`src/rtl/hqm_AW_pkg.sv`:
```
// Shared helpers for the hqm_AW_* arithmetic/encode blocks.
package hqm_AW_pkg;

   // floor(log2(value)); returns 0 for value <= 1.
   function automatic int AW_logb2(input int value);
      int r;
      r = 0;
      for (int i = 1; i < 31; i++) begin
         if ((value >> i) != 0) r = i;
      end
      return r;
   endfunction

endpackage

```
`src/rtl/hqm_aw_leading_zeros_if.sv`:
```
// Bus bundle for the leading-zero encoder: scanned vector in, markers/counts out.
interface hqm_aw_leading_zeros_if #(
   parameter int WIDTH = 16
) ();
   import hqm_AW_pkg::*;

   localparam int EWIDTH = AW_logb2(WIDTH-1) + 2;

   logic [WIDTH-1:0]  a;
   logic [WIDTH-1:0]  dec;
   logic [EWIDTH-1:0] enc;
   logic              any;
   logic [EWIDTH-1:0] enc_q;
   logic [WIDTH-1:0]  dec_q;
   logic              any_q;

   modport master (
      output a,
      input  dec, enc, any, enc_q, dec_q, any_q
   );

   modport slave (
      input  a,
      output dec, enc, any, enc_q, dec_q, any_q
   );
endinterface

```
`src/rtl/hqm_AW_lz_node.sv`:
```
// One merge node of the leading-zero tree: combines an upper and a lower half of HW bits each.
module hqm_AW_lz_node #(
   parameter int HW = 1,
   parameter int CW = 2
) (
   input  logic [CW-1:0] left_cnt,
   input  logic          left_zero,
   input  logic [CW-1:0] right_cnt,
   input  logic          right_zero,
   output logic [CW-1:0] cnt,
   output logic          zero
);

   // An all-zero upper half contributes its full size, then the lower half keeps counting.
   assign cnt  = left_zero ? (CW'(HW) + right_cnt) : left_cnt;
   assign zero = left_zero & right_zero;

endmodule

```
`src/rtl/hqm_aw_leading_zeros.sv`:
```
// Leading-zero count with one-hot MSB marker, combinational and registered copies.
module hqm_aw_leading_zeros
   import hqm_AW_pkg::*;
#(
   parameter int WIDTH = 16
) (
   input logic                   clk,
   input logic                   rst,
   hqm_aw_leading_zeros_if.slave lz
);

   localparam int EWIDTH = AW_logb2(WIDTH-1) + 2;
   localparam int LEVELS = $clog2(WIDTH);
   localparam int PWIDTH = 1 << LEVELS;
   localparam int CW     = LEVELS + 1;
   localparam logic [WIDTH-1:0] MSB_ONE = {1'b1, {(WIDTH-1){1'b0}}};

   logic [PWIDTH-1:0] a_pad;
   logic [CW-1:0]     cnt_h  [1:2*PWIDTH-1];
   logic              zero_h [1:2*PWIDTH-1];
   logic [EWIDTH-1:0] enc_c;
   logic              any_c;

   // Zero padding sits below the real bits so it can only add to an all-zero count.
   always_comb begin
      a_pad = '0;
      a_pad[PWIDTH-1 -: WIDTH] = lz.a;
   end

   // Heap layout: node n has upper child 2n and lower child 2n+1; leaf PWIDTH+k holds bit PWIDTH-1-k.
   genvar gi;
   generate
      for (gi = 0; gi < PWIDTH; gi++) begin : g_leaf
         assign zero_h[PWIDTH+gi] = ~a_pad[PWIDTH-1-gi];
         assign cnt_h[PWIDTH+gi]  = {{(CW-1){1'b0}}, ~a_pad[PWIDTH-1-gi]};
      end

      for (gi = 1; gi < PWIDTH; gi++) begin : g_node
         hqm_AW_lz_node #(
            .HW (PWIDTH >> (AW_logb2(gi) + 1)),
            .CW (CW)
         ) u_node (
            .left_cnt   (cnt_h[2*gi]),
            .left_zero  (zero_h[2*gi]),
            .right_cnt  (cnt_h[2*gi+1]),
            .right_zero (zero_h[2*gi+1]),
            .cnt        (cnt_h[gi]),
            .zero       (zero_h[gi])
         );
      end
   endgenerate

   // An all-zero input counts through the padding too, so clamp it back to WIDTH.
   assign any_c  = ~zero_h[1];
   assign enc_c  = zero_h[1] ? EWIDTH'(WIDTH) : EWIDTH'(cnt_h[1]);
   assign lz.enc = enc_c;
   assign lz.any = any_c;
   assign lz.dec = any_c ? (MSB_ONE >> enc_c) : '0;

   always_ff @(posedge clk or posedge rst) begin
      if (rst) begin
         lz.enc_q <= EWIDTH'(WIDTH);
         lz.dec_q <= '0;
         lz.any_q <= 1'b0;
      end else begin
         lz.enc_q <= enc_c;
         lz.dec_q <= lz.dec;
         lz.any_q <= any_c;
      end
   end

endmodule

```
`src/flat_wrapper.sv`:
```
// flat-port wrapper written by rule: the top's interface ports become plain ports
module hqm_aw_leading_zeros_flat import hqm_AW_pkg::*;
#(
   parameter int WIDTH = 16
)
  (clk, rst, lz_a, lz_dec, lz_enc, lz_any, lz_enc_q, lz_dec_q, lz_any_q);
  hqm_aw_leading_zeros_if #(.WIDTH(WIDTH)) lz_i ();
  input logic clk;
  input logic rst;
  input wire logic [$bits(lz_i.a)-1:0] lz_a;
  output wire logic [$bits(lz_i.dec)-1:0] lz_dec;
  output wire logic [$bits(lz_i.enc)-1:0] lz_enc;
  output wire logic [$bits(lz_i.any)-1:0] lz_any;
  output wire logic [$bits(lz_i.enc_q)-1:0] lz_enc_q;
  output wire logic [$bits(lz_i.dec_q)-1:0] lz_dec_q;
  output wire logic [$bits(lz_i.any_q)-1:0] lz_any_q;
  assign lz_i.a = lz_a;
  assign lz_dec = lz_i.dec;
  assign lz_enc = lz_i.enc;
  assign lz_any = lz_i.any;
  assign lz_enc_q = lz_i.enc_q;
  assign lz_dec_q = lz_i.dec_q;
  assign lz_any_q = lz_i.any_q;
  hqm_aw_leading_zeros #(.WIDTH(WIDTH)) u_core (.clk(clk), .rst(rst), .lz(lz_i));
endmodule
```
`config.mk`:
```
export PLATFORM = sky130hd
export DESIGN_NAME = hqm_aw_leading_zeros_flat
export DESIGN_NICKNAME = d
export VERILOG_FILES = /design/src/rtl/hqm_AW_pkg.sv /design/src/rtl/hqm_aw_leading_zeros_if.sv /design/src/rtl/hqm_AW_lz_node.sv /design/src/rtl/hqm_aw_leading_zeros.sv /design/src/flat_wrapper.sv
export SDC_FILE = /design/constraint.sdc
export NUM_CORES = 1
export LEC_CHECK = 0
export ABC_AREA = 1
export BUFFER_PORTS_ARGS = -buffer_cell sky130_fd_sc_hd__buf_2
export CORE_AREA = 5 5 77 79
export DETAILED_ROUTE_END_ITERATION = 8
export DIE_AREA = 0 0 82 84
export PLACE_DENSITY = 0.79
export SLEW_MARGIN = 15
export SYNTH_ARGS = -nofsm -noshare
export SYNTH_HDL_FRONTEND = slang
export SYNTH_HIERARCHICAL = 1
export SYNTH_SLANG_ARGS = --single-unit
```
`constraint.sdc`:
```
create_clock -name clk -period 3.1 [get_ports clk]
set_input_delay 0.465 -clock clk [delete_from_list [all_inputs] [get_ports clk]]
set_output_delay 0.465 -clock clk [all_outputs]
set_load 0.1 [all_outputs]
```
# [Word-level counts from Yosys, hierarchy flattened]
# Cells that the tools add are included.
[classes] add_sub_neg=15 n_mul=0 n_div=0 n_lt_le_gt_ge=0 n_eq_ne=0 shift=1 n_mux=17 n_bitwise=32 reduce_logical=0
[op_table] cell="$mux W5" count=16
[op_table] cell="$add A2 B5 Y5 const A" count=4
[op_table] cell="$not A1 Y1" count=17
[op_table] cell="$add A1 B1 Y2 const A" count=8
[op_table] cell="$mux W16" count=1
[op_table] cell="$shr A16 B5 Y16 const A" count=1
[op_table] cell="$and A1 B1 Y1" count=15
[op_table] cell="$add A3 B5 Y5 const A" count=2
[op_table] cell="$add A4 B5 Y5 const A" count=1
[totals] ff_bits=22 latchBits=0 ram_bits=0 mem_bits_ro=0 inputBits=18 word_cells=68 memories=0

# [Logic depth before layout (Yosys ltp)]
[logic_depth] word_depth=12 mapped_depth=21 depth_no_buf=21

# [By module]
# The synthesis kept the hierarchy.
[modules_own_cells] mod="hqm_AW_lz_node at u_core.g_node[10].u_node ..." n_inst=8 cells_per_inst=26 area_per_inst_um2=123.9 seq_area_each_um2=0.0
[modules_own_cells] mod="hqm_aw_leading_zeros" n_inst=1 cells_per_inst=81 area_per_inst_um2=798.3 seq_area_each_um2=551.8
[modules_own_cells] mod="hqm_AW_lz_node at u_core.g_node[4].u_node ..." n_inst=4 cells_per_inst=22 area_per_inst_um2=107.6 seq_area_each_um2=0.0
[modules_own_cells] mod="hqm_AW_lz_node at u_core.g_node[2].u_node ..." n_inst=2 cells_per_inst=22 area_per_inst_um2=97.6 seq_area_each_um2=0.0
[modules_own_cells] mod="hqm_AW_lz_node at u_core.g_node[1].u_node" n_inst=1 cells_per_inst=21 area_per_inst_um2=85.1 seq_area_each_um2=0.0

# [Worst setup path after synthesis]
# Ideal clock, no wire load.
[synth_path] kind="input to output" startpoint="input lz_a[0]" endpoint="output lz_dec[11]" arrival_time_ns=4.662 t_required_ns=2.635 setup_slack_ns=-2.027 cell_stages=14 path_cell_list="inv_1 -> ha_1 -> nand2_1 -> nand2_1 -> ha_1 -> nand2_1 -> nand2_1 -> o21ai_2 -> nand2_1 -> nand2_1 -> inv_2 -> nor2_1 -> nand3_1 -> nor2_1"
[synth_lines] element="from (decl)" line_no="flat_wrapper.sv:10" text="input wire logic [$bits(lz_i.a)-1:0] lz_a;"
[synth_lines] element="to (decl)" line_no="flat_wrapper.sv:11" text="output wire logic [$bits(lz_i.dec)-1:0] lz_dec;"

==> results.tsv <==
metric	value	unit
cts_buffers	3	
cts_tree	done	
route.detailed.drc	0	
grt_use_total	19.7	%
syn-cell-area	0.00250	mm^2
clk_root_buffer_cell	clkbuf_8	
ir_worst_vdd	321	uV
startpoint_type	input port	
syn_inst	442	
end_kind	primary output	
finalHoldViolations	0	
seq_area_frac_synth	22.1	%
grt_overflow_total	0	
period_minus_slack	3040	ps
grt_max_degree	23	
cts.sinks	22	
initial_utilization	47.4	%
path_cells	buf_8 > inv_16 > ha_4 > nand2_4 > nand2_4 > ha_4 > nand2_2 > nand2_2 > ha_4 > nand2_1 > nand2_2 > inv_1 > nand2_1 > nand3_1 > nand2_2 > nor2_4 > nand2_2 > buf_12 > nor2_4 > buf_12	
place.gp.congestion	0.797	
synthAdderAreaFrac	7.01	%
final_area	0.00422	mm^2
drt_iter0_markers	90	
rows	27	
wirelength	6.81	mm
vias_per_cell	4.24	
yosysWarnings	6	
clockBufferDepth	2	
syn_area_per_cell	5.66	um^2
cp_num_buf_inv	5	
outcome	finished clean	
drt.antenna.violating_nets	0	
cpMaxStageDelayCell	ha_4	
synthSimpleGateAreaFrac	48.1	%
power_density	333	mW/mm^2
num_vias	3124	
hpwl	5.72	mm
cpMostUsedCell	nand2_2	
htree_levels	1	
fmax	329	MHz
post-route-period-util	98.0	%
maxCapViolations	0	
critical_path_class	in -> out	
p_leak	2.55	nW
die_h	84	um
dieArea	0.00689	mm^2
antenna_found_initial	0	
portBuffers	61	
layoutNonFillerInstCount	737	
nNetsFinal	698	
synth_top_family_by_area	simple AND/OR/NAND/NOR gates	
tightest_slew	804	ps
clkSlewWorstSetupHoldPaths	80	ps
crit_arrival	2570	ps
yosysUniqueCellTypes	16	
synth_compound_area_share	6.46	%
dp_cells	730	
grt_setup_unrepaired	true	
n_antenna_cell	0	
crit_required	2630	ps
slew_headroom	46.3	%
setup_violations	0	
die_width	82	um
grt_pass1_wl	11.2	mm
synth-xor-area-share	4.20	%
routedWlPerCell	9.24	um
first_global_vias	2856	
holdWs	342	ps
drv_slew	0	
ios	62	
cp_max_fo	8	
hold_path_class	in -> async	
placed_cell_area	0.00407	mm^2
ys_seq_elements	22	
syn_to_final_growth	68.7	%
layout-drive-gt1-share	21.4	%
core-area	0.00527	mm^2
critical-path-top-delay-family	simple AND/OR/NAND/NOR gates	
drt_first_pass_iters	5	
synth_mux_area_share	0	%
n_fill_cell	408	
crit_path_max_incr_delay	210	ps
Yosys cell counts (all sizes together):
cell type  count  share of area, %
xnor2         12               4.2
o21ai         27               6.5
nand3         51                10
nand4         20               5.0
nor2          21               3.5
dfstp          1               1.1
nand2        194                29
ha            14               7.0
dfrtp         21                21
conb           1              0.15
inv           80                12
final timing paths:
check / depth (start not counted) / startpoint / slack [ps] / to
max: 20 / lz_a[0] / 60 / lz_dec[14]
min: 2 / rst / 340 / u_core/lz.dec_q[12]
max in group asynchronous: 2 / rst / 2250 / u_core/lz.enc_q[0]
min in group clk: 11 / lz_a[0] / 950 / u_core/lz.any_q
placed cells by master, fill, tap and decap left out, drive strengths merged:
master,n
xnor2,12
buf,76
dfrtp,21
nor2,21
nand3,51
ha,14
bufinv,1
conb,144
dfstp,1
nand2,194
o21ai,27
inv,80
clkbuf,3
nand4,20
cell families (layout without fill, tap and decap cells):
family,after synthesis,after routing
AOI/OAI and AO/OA,27,27
buffers and inverters,80,160
DFF,22,22
other,1,144
adders and majority gates,14,14
xor gates and xnor gates,12,12
and+or+nand+nor,286,286
layout make-up:
class                      instances  area, um^2  area share, %
multi-input combinational        483        2460           58.3
timing repair buffer              76         717           17.0
sequential                        22         552           13.1
inverter                          80         329           7.80
tap                               72        90.1           2.14
clock buffer                       3        41.3          0.979
clock inverter                     1        30.0          0.712
sequential cells by signal, summed over array words and instances, names as in the netlist:
register / flops
u_core/lz.any_q: 1
u_core/lz.enc_q: 5
u_core/lz.dec_q: 16
report_power, final:
part | leakage [nW] | internal, mW | switching [mW]
combinational | 2.22 | 0.242 | 0.588
sequential | 0.289 | 0.306 | 0.00528
clock | 0.0357 | 0.172 | 0.0893
repair_timing:
item / 4_1_cts / 5_1_grt
resized for setup: 3 / 13
setup buffers: 0 / 3
endpoints found under the hold margin: 0 / 0
endpoints found under the setup margin: 9 / 17
hold buffers: 0 / 0
pin swaps: 1 / 6
layer usage:
metal	share of wire, %	global-route usage [%]	up-vias
li1	-	-	1687
met3	4.7	1.40	13
met1	40	21.0	1354
met4	1.7	6.19	0
met5	0	0	-
met2	54	38.9	70
per-stage QoR:
step / TNS [ps] / total power, mW / setup slack (ps) / utilization, %
6_report: 0 / 1.40 / 61.1 / 80.0
5_1_grt: -581 / 1.49 / -77.9 / 80.0
4_1_cts: 0 / 1.37 / 1.03 / 78.7
3_5_place_dp: -636 / 1.10 / -82.5 / 77.2
3_3_place_gp: -1.40 / 1.09 / -1.40 / 77.2
2_1_floorplan: -7280 / 0.929 / -461 / -
(Power assumes the default switching activity.)
